## config.mk

```make
export PLATFORM = sky130hd
export DESIGN_NAME = lt24_qsys_nios2_gen2_0_oci_dct_packer
export DESIGN_NICKNAME = d
export VERILOG_FILES = /design/src/rtl/lt24_qsys_nios2_gen2_0_oci_dct_packer.sv
export SDC_FILE = /design/constraint.sdc
export NUM_CORES = 1
export LEC_CHECK = 0
export CORE_ASPECT_RATIO = 1.1
export CORE_MARGIN = 2
export CORE_UTILIZATION = 50
export DETAILED_ROUTE_END_ITERATION = 12
export GPL_TIMING_DRIVEN = 0
export MAX_ROUTING_LAYER = met4
export PLACE_DENSITY_LB_ADDON = 0.15
export SKIP_LAST_GASP = 1
export SYNTH_ARGS = -nofsm -noshare
export SYNTH_HDL_FRONTEND = slang
export SYNTH_SLANG_ARGS = --single-unit
```

## constraint.sdc

```tcl
create_clock -name clk -period 2.36 [get_ports clk]
set_clock_uncertainty 0.05 [all_clocks]
set_input_delay 0.472 -clock clk [delete_from_list [all_inputs] [get_ports clk]]
set_output_delay 0.472 -clock clk [all_outputs]
set_load 0.02 [all_outputs]
```

## src/rtl/lt24_qsys_nios2_gen2_0_oci_dct_packer.sv

```systemverilog
// DCT trace packer: collects 2-bit trace tokens into 30-bit frames and hands them
// to the debug-capture consumer, flushing on fill, idle timeout or end of test.
module lt24_qsys_nios2_gen2_0_oci_dct_packer #(
   parameter int unsigned FLUSH_TIMEOUT = 64,
   parameter int unsigned TIMEOUT_W     = 7
) (
   input  logic        clk,
   input  logic        reset_n,
   input  logic [1:0]  tok_data,
   input  logic        tok_valid,
   output logic        tok_ready,
   input  logic        test_ending,
   output logic [29:0] dct_buffer,
   output logic [3:0]  dct_count,
   output logic        dct_valid,
   input  logic        dct_ready,
   output logic        test_has_ended
);

   localparam int unsigned TOK_W = 2;
   localparam int unsigned SLOTS = 15;
   localparam int unsigned BUF_W = 30;
   localparam int unsigned CNT_W = 4;

   localparam logic [CNT_W-1:0]     FULL       = CNT_W'(SLOTS);
   localparam logic [TIMEOUT_W-1:0] IDLE_MAX   = TIMEOUT_W'(FLUSH_TIMEOUT);
   localparam bit                   TIMEOUT_EN = (FLUSH_TIMEOUT != 0);

   typedef enum logic [1:0] {S_RUN, S_DRAIN, S_DONE} state_t;

   state_t                state;
   state_t                state_next;
   logic [BUF_W-1:0]      fbuf;
   logic [BUF_W-1:0]      fbuf_next;
   logic [CNT_W-1:0]      fcnt;
   logic [CNT_W-1:0]      ins_pos;
   logic [TIMEOUT_W-1:0]  idle_cnt;
   logic                  accept;
   logic                  slot_free;
   logic                  fill_busy;
   logic                  timeout_hit;
   logic                  close_req;
   logic                  close;

   // Handshake and frame-close decisions, all from registered state
   assign tok_ready   = reset_n && (state == S_RUN) && (fcnt != FULL);
   assign accept      = tok_valid && tok_ready;
   assign slot_free   = !dct_valid || dct_ready;
   assign fill_busy   = (fcnt != '0);
   assign timeout_hit = TIMEOUT_EN && (idle_cnt == IDLE_MAX);
   assign close_req   = (fcnt == FULL) || (timeout_hit && fill_busy) ||
                        ((state == S_DRAIN) && fill_busy);
   assign close       = close_req && slot_free;
   // A token arriving on the close edge starts the next frame at slot 0
   assign ins_pos     = close ? '0 : fcnt;

   // Next fill contents: cleared on close, accepted token dropped into its slot
   always_comb begin
      fbuf_next = close ? '0 : fbuf;
      if (accept) begin
         for (int k = 0; k < int'(SLOTS); k++) begin
            if (ins_pos == CNT_W'(k)) fbuf_next[TOK_W*k +: TOK_W] = tok_data;
         end
      end
   end

   // Phase sequencing: run, drain the partial frame, then done until reset
   always_comb begin
      state_next = state;
      case (state)
         S_RUN:   if (test_ending) state_next = S_DRAIN;
         S_DRAIN: if (!fill_busy && slot_free) state_next = S_DONE;
         S_DONE:  state_next = S_DONE;
         default: state_next = S_RUN;
      endcase
   end

   // State register
   always_ff @(posedge clk) begin
      if (!reset_n) state <= S_RUN;
      else          state <= state_next;
   end

   // Fill register; a partial frame is simply dropped by reset
   always_ff @(posedge clk) begin
      if (!reset_n) begin
         fbuf <= '0;
         fcnt <= '0;
      end else begin
         fbuf <= fbuf_next;
         if (close)       fcnt <= accept ? CNT_W'(1) : '0;
         else if (accept) fcnt <= fcnt + CNT_W'(1);
      end
   end

   // Idle counter: counts stalled cycles of a partial frame, saturating at the timeout
   always_ff @(posedge clk) begin
      if (!reset_n) begin
         idle_cnt <= '0;
      end else if (close || accept) begin
         idle_cnt <= '0;
      end else if (fill_busy && (idle_cnt != IDLE_MAX)) begin
         idle_cnt <= idle_cnt + TIMEOUT_W'(1);
      end
   end

   // Output slot: loads on close, holds while stalled, frees on take
   always_ff @(posedge clk) begin
      if (!reset_n) begin
         dct_buffer <= '0;
         dct_count  <= '0;
         dct_valid  <= 1'b0;
      end else if (close) begin
         dct_buffer <= fbuf;
         dct_count  <= fcnt;
         dct_valid  <= 1'b1;
      end else if (dct_valid && dct_ready) begin
         dct_valid  <= 1'b0;
      end
   end

   // Sticky end-of-test flag, raised on the edge that enters DONE
   always_ff @(posedge clk) begin
      if (!reset_n) test_has_ended <= 1'b0;
      else          test_has_ended <= (state_next == S_DONE);
   end

endmodule

```

==> impl_summary.log <==
INFO  metric depth_of_the_cts_h_tree = 3
INFO  metric grt.overflow.total = 0
INFO  metric floorplan.initialDensity = about 51%
INFO  metric clockRootBuffer = sky130_fd_sc_hd__clkbuf_8
INFO  metric maxClockFrequency = 0.450 GHz
INFO  metric finalCoreUtilization = 62.5%
INFO  metric worst_setup_slack_after_placement = -0.0176 ns
INFO  metric grt_setup_unrepaired = no
INFO  metric synth_async_sr_flop_share = 0%
INFO  metric globalplace.congestion = 0.829
INFO  metric die_h = 89.7 um
INFO  metric final_design_instance_area_without_fill = 4070 um2
INFO  metric final_layout_size_suffix_gt1_share = between 20% and 30%
INFO  metric worstHoldEndpoint = dct_buffer[2]$_SDFFE_PN0P_
INFO  metric worstRegToRegCells = 9
INFO  metric ant_nets = 0
INFO  metric finalSetupViolations = 0
INFO  metric power_density_normalized_to_cell_area = around 640 nW/um2
INFO  metric cellLeakagePower = 1.36 nW
INFO  metric critical_path.reg2reg.endpoint = fbuf[12]$_SDFF_PN0_
INFO  metric drt_wl_total = 6890 um
INFO  metric drtPass1Iterations = 4
INFO  metric critPathCaptureType = primary output
INFO  metric dieArea = 7350 um2
INFO  metric min_delay_path_depth = 2
INFO  metric min_period = around 2.2 ns
INFO  metric cts_tree = built
INFO  metric postSynthRegisterBits = 79
INFO  metric clkLatencyLatePin = approximately 0.35 ns
INFO  metric ys_dominant_reg_cell = sky130_fd_sc_hd__dfxtp_1
INFO  metric layout-area-overhead-vs-synth = 21.8%
INFO  metric clk_path_buf_depth = 2
INFO  metric yosysWarningCount = 0
INFO  metric grt_first_pass_wirelength = between 10000 and 15000 um
INFO  metric layout.filler_cells = about 570
INFO  metric initialDrtViolationCount = slightly above 80
INFO  metric worst_hold_path_type = register to register
INFO  metric post_dp_cell_area = 3860 um2
INFO  metric layout_common_cells = sky130_fd_sc_hd__dfxtp_1 (79), sky130_fd_sc_hd__nand2_1 (76), sky130_fd_sc_hd__clkdlybuf4s50_1 (41)
INFO  metric worst_hold_slack_across_all_endpoints = 0.403 ns
INFO  metric dp_hpwl = 4920 um
INFO  metric drcViolationCount = 0
INFO  metric first_global_vias = 2487
INFO  metric synth-edff-count = 0
INFO  metric tightestPinTransition = 0.680 ns
INFO  metric routedWlPerCell = 13.6 um
INFO  metric min_from = fbuf[2]$_SDFF_PN0_
INFO  metric syn_area = 3340 um2
INFO  metric critical_path_arrival = 1.70 ns
INFO  metric ir_drop = 0.000434 V
INFO  metric ys_seq_area_share = a little under half
INFO  metric post-route-period-util = a little over nine tenths
INFO  metric timing.final.max_slew_violations = 0
INFO  metric clk_pin_slew_worst_paths = 0.08 ns
INFO  metric cts_sinks = 79
INFO  metric r2r_setup_slack = 0.19 ns
INFO  metric post-layout-total-power = 0.00259 W
INFO  metric mean_post_synth_cell_area = 9.16 um2
INFO  metric finalWorstSetupSlack = 0.139 ns
INFO  metric diodes = 0
INFO  metric vias = around 2600
INFO  metric cts_post_setup_buffers_inserted = 0
INFO  metric pin_count = 44
INFO  metric core_region_area = 6520 um2
INFO  metric critical_path.max_fanout = 6
INFO  metric critical_path_class = register to primary output
INFO  metric max-slew-margin-rel = a little over half
INFO  metric placement_rows = 31
INFO  metric antenna_found_initial = 0
INFO  metric yosys.cell_types.count = 42
INFO  metric grt.total_usage = 20.6%
INFO  metric number_of_buffers_added_on_ports = 42
INFO  metric cp.required = 1.84 ns
INFO  metric max_capacitance_violation_total = 0
INFO  metric grt_start_max_net_pins = 15
INFO  metric worstReg2RegStart = idle_cnt[0]$_SDFFE_PP0P_
INFO  metric cp-start-kind = register
INFO  metric tritoncts.num_buffers = 9
INFO  metric post_drt_via_cell_ratio = 5.22
INFO  metric final_stage_net_count = 429
INFO  metric layout.cells.most_common = sky130_fd_sc_hd__dfxtp_1
INFO  metric mappedNetlistNets = ~380
INFO  metric synthCells = roughly 370
INFO  metric run_status = finished, final reports clean
INFO  metric final-hold-violation-count = 0
INFO  metric chipWidth = 82.0 um
## where the power goes
group / internal (W) / switching, W
Clock: 0.000523 / 0.000505
Sequential: 0.00135 / 0.0000127
Combinational: 0.0000705 / 0.000134
Total: 0.00194 / 0.000652
## stage by stage
stage | TNS, ns | std cells
2_1_floorplan | 0 | 365
3_3_place_gp | -0.00913 | 489
3_5_place_dp | -0.0523 | 489
4_1_cts | 0 | 505
5_1_grt | 0 | 505
6_report | 0 | 505
## critical path, stage by stage (launching register included)
cell	delay [ns]
sky130_fd_sc_hd__dfxtp_1	0.37
sky130_fd_sc_hd__ha_1	0.25
sky130_fd_sc_hd__and3_4	0.22
sky130_fd_sc_hd__nor3_1	0.28
sky130_fd_sc_hd__clkbuf_2	0.23
## what timing repair did
item,CTS,global route
hold buffers,0,0
pin swaps,0,0
setup endpoints to repair,1,11
cloned,0,0
resized for setup,2,3
## layout make-up
class / count / area [um2] / area share (%)
buffer: 21 / 165 / 4.06
clock buffer: 10 / 138 / 3.38
clock inverter: 6 / 68.8 / 1.69
inverter: 6 / 22.5 / 0.553
multi-input combinational: 259 / 1580 / 38.8
sequential: 79 / 1580 / 38.8
tap: 82 / 103 / 2.52
timing repair buffer: 42 / 415 / 10.2
## per-layer routing
| metal | up-vias | share of wire, % | track usage [%] | routed length, um |
|---|---|---|---|---|
| li1 | 1342 | - | - | - |
| met1 | 1224 | 49 | 27.3 | 3390 |
| met2 | 53 | 44 | 29.6 | 3040 |
| met3 | 16 | 3.9 | 4.02 | 267 |
| met4 | 0 | 2.8 | 10.6 | 190 |
| met5 | - | 0 | - | 0 |
## worst max-delay path by stage
| stage | startpoint | slack, ns | cells past startpoint | end |
|---|---|---|---|---|
| 6_report | fcnt[0]$_SDFFE_PN0P_ | 0.14 | 4 | tok_ready |
| 5_1_grt | fcnt[0]$_SDFFE_PN0P_ | 0.02 | 9 | dct_count[3]$_SDFFE_PN0P_ |
| 4_1_cts | fcnt[0]$_SDFFE_PN0P_ | 0.004 | 4 | tok_ready |
| 3_5_place_dp | dct_ready | -0.02 | 8 | dct_buffer[12]$_SDFFE_PN0P_ |
| 3_3_place_gp | dct_ready | -0.007 | 8 | dct_buffer[11]$_SDFFE_PN0P_ |
| 2_1_floorplan | fcnt[0]$_SDFFE_PN0P_ | 0.17 | 6 | fbuf[0]$_SDFF_PN0_ |
## sequential cells by signal, indices dropped and copies added, names as in the netlist
name and flops:
dct_buffer 30, fbuf 30, idle_cnt 7, dct_count 4, fcnt 4, state 2, dct_valid 1, test_has_ended 1
## cell usage after synthesis (all sizes together), types with 3 or more instances
| cell type | instances | area, um2 |
|---|---|---|
| buf | 14 | 138 |
| ha | 4 | 50.1 |
| nand3 | 18 | 90.1 |
| o21ai | 16 | 80.1 |
| nor2 | 20 | 77.6 |
| o2111ai | 7 | 61.3 |
| nor3 | 5 | 45.0 |
| nand2 | 99 | 429 |
| nand4 | 3 | 18.8 |
| mux2i | 14 | 140 |
| inv | 6 | 22.5 |
| and4 | 3 | 26.3 |
| xor2 | 5 | 43.8 |
| dfxtp | 79 | 1580 |
| xnor2 | 3 | 26.3 |
| clkbuf | 7 | 27.5 |
| a21oi | 40 | 275 |
## kinds of logic (layout without fill, tap and decap cells)
| group | count (synthesis) | count (layout) | synth area share, % |
|---|---|---|---|
| compound gates | 70 | 70 | 14.5 |
| xor+xnor | 8 | 8 | 2.10 |
| fa+ha+maj | 4 | 4 | 1.50 |
| buf+inv | 27 | 85 | 5.62 |
| flops | 79 | 79 | 47.3 |
| mux | 15 | 15 | 4.53 |
| simple gates | 162 | 162 | 24.4 |
(Power assumes the default switching activity.)
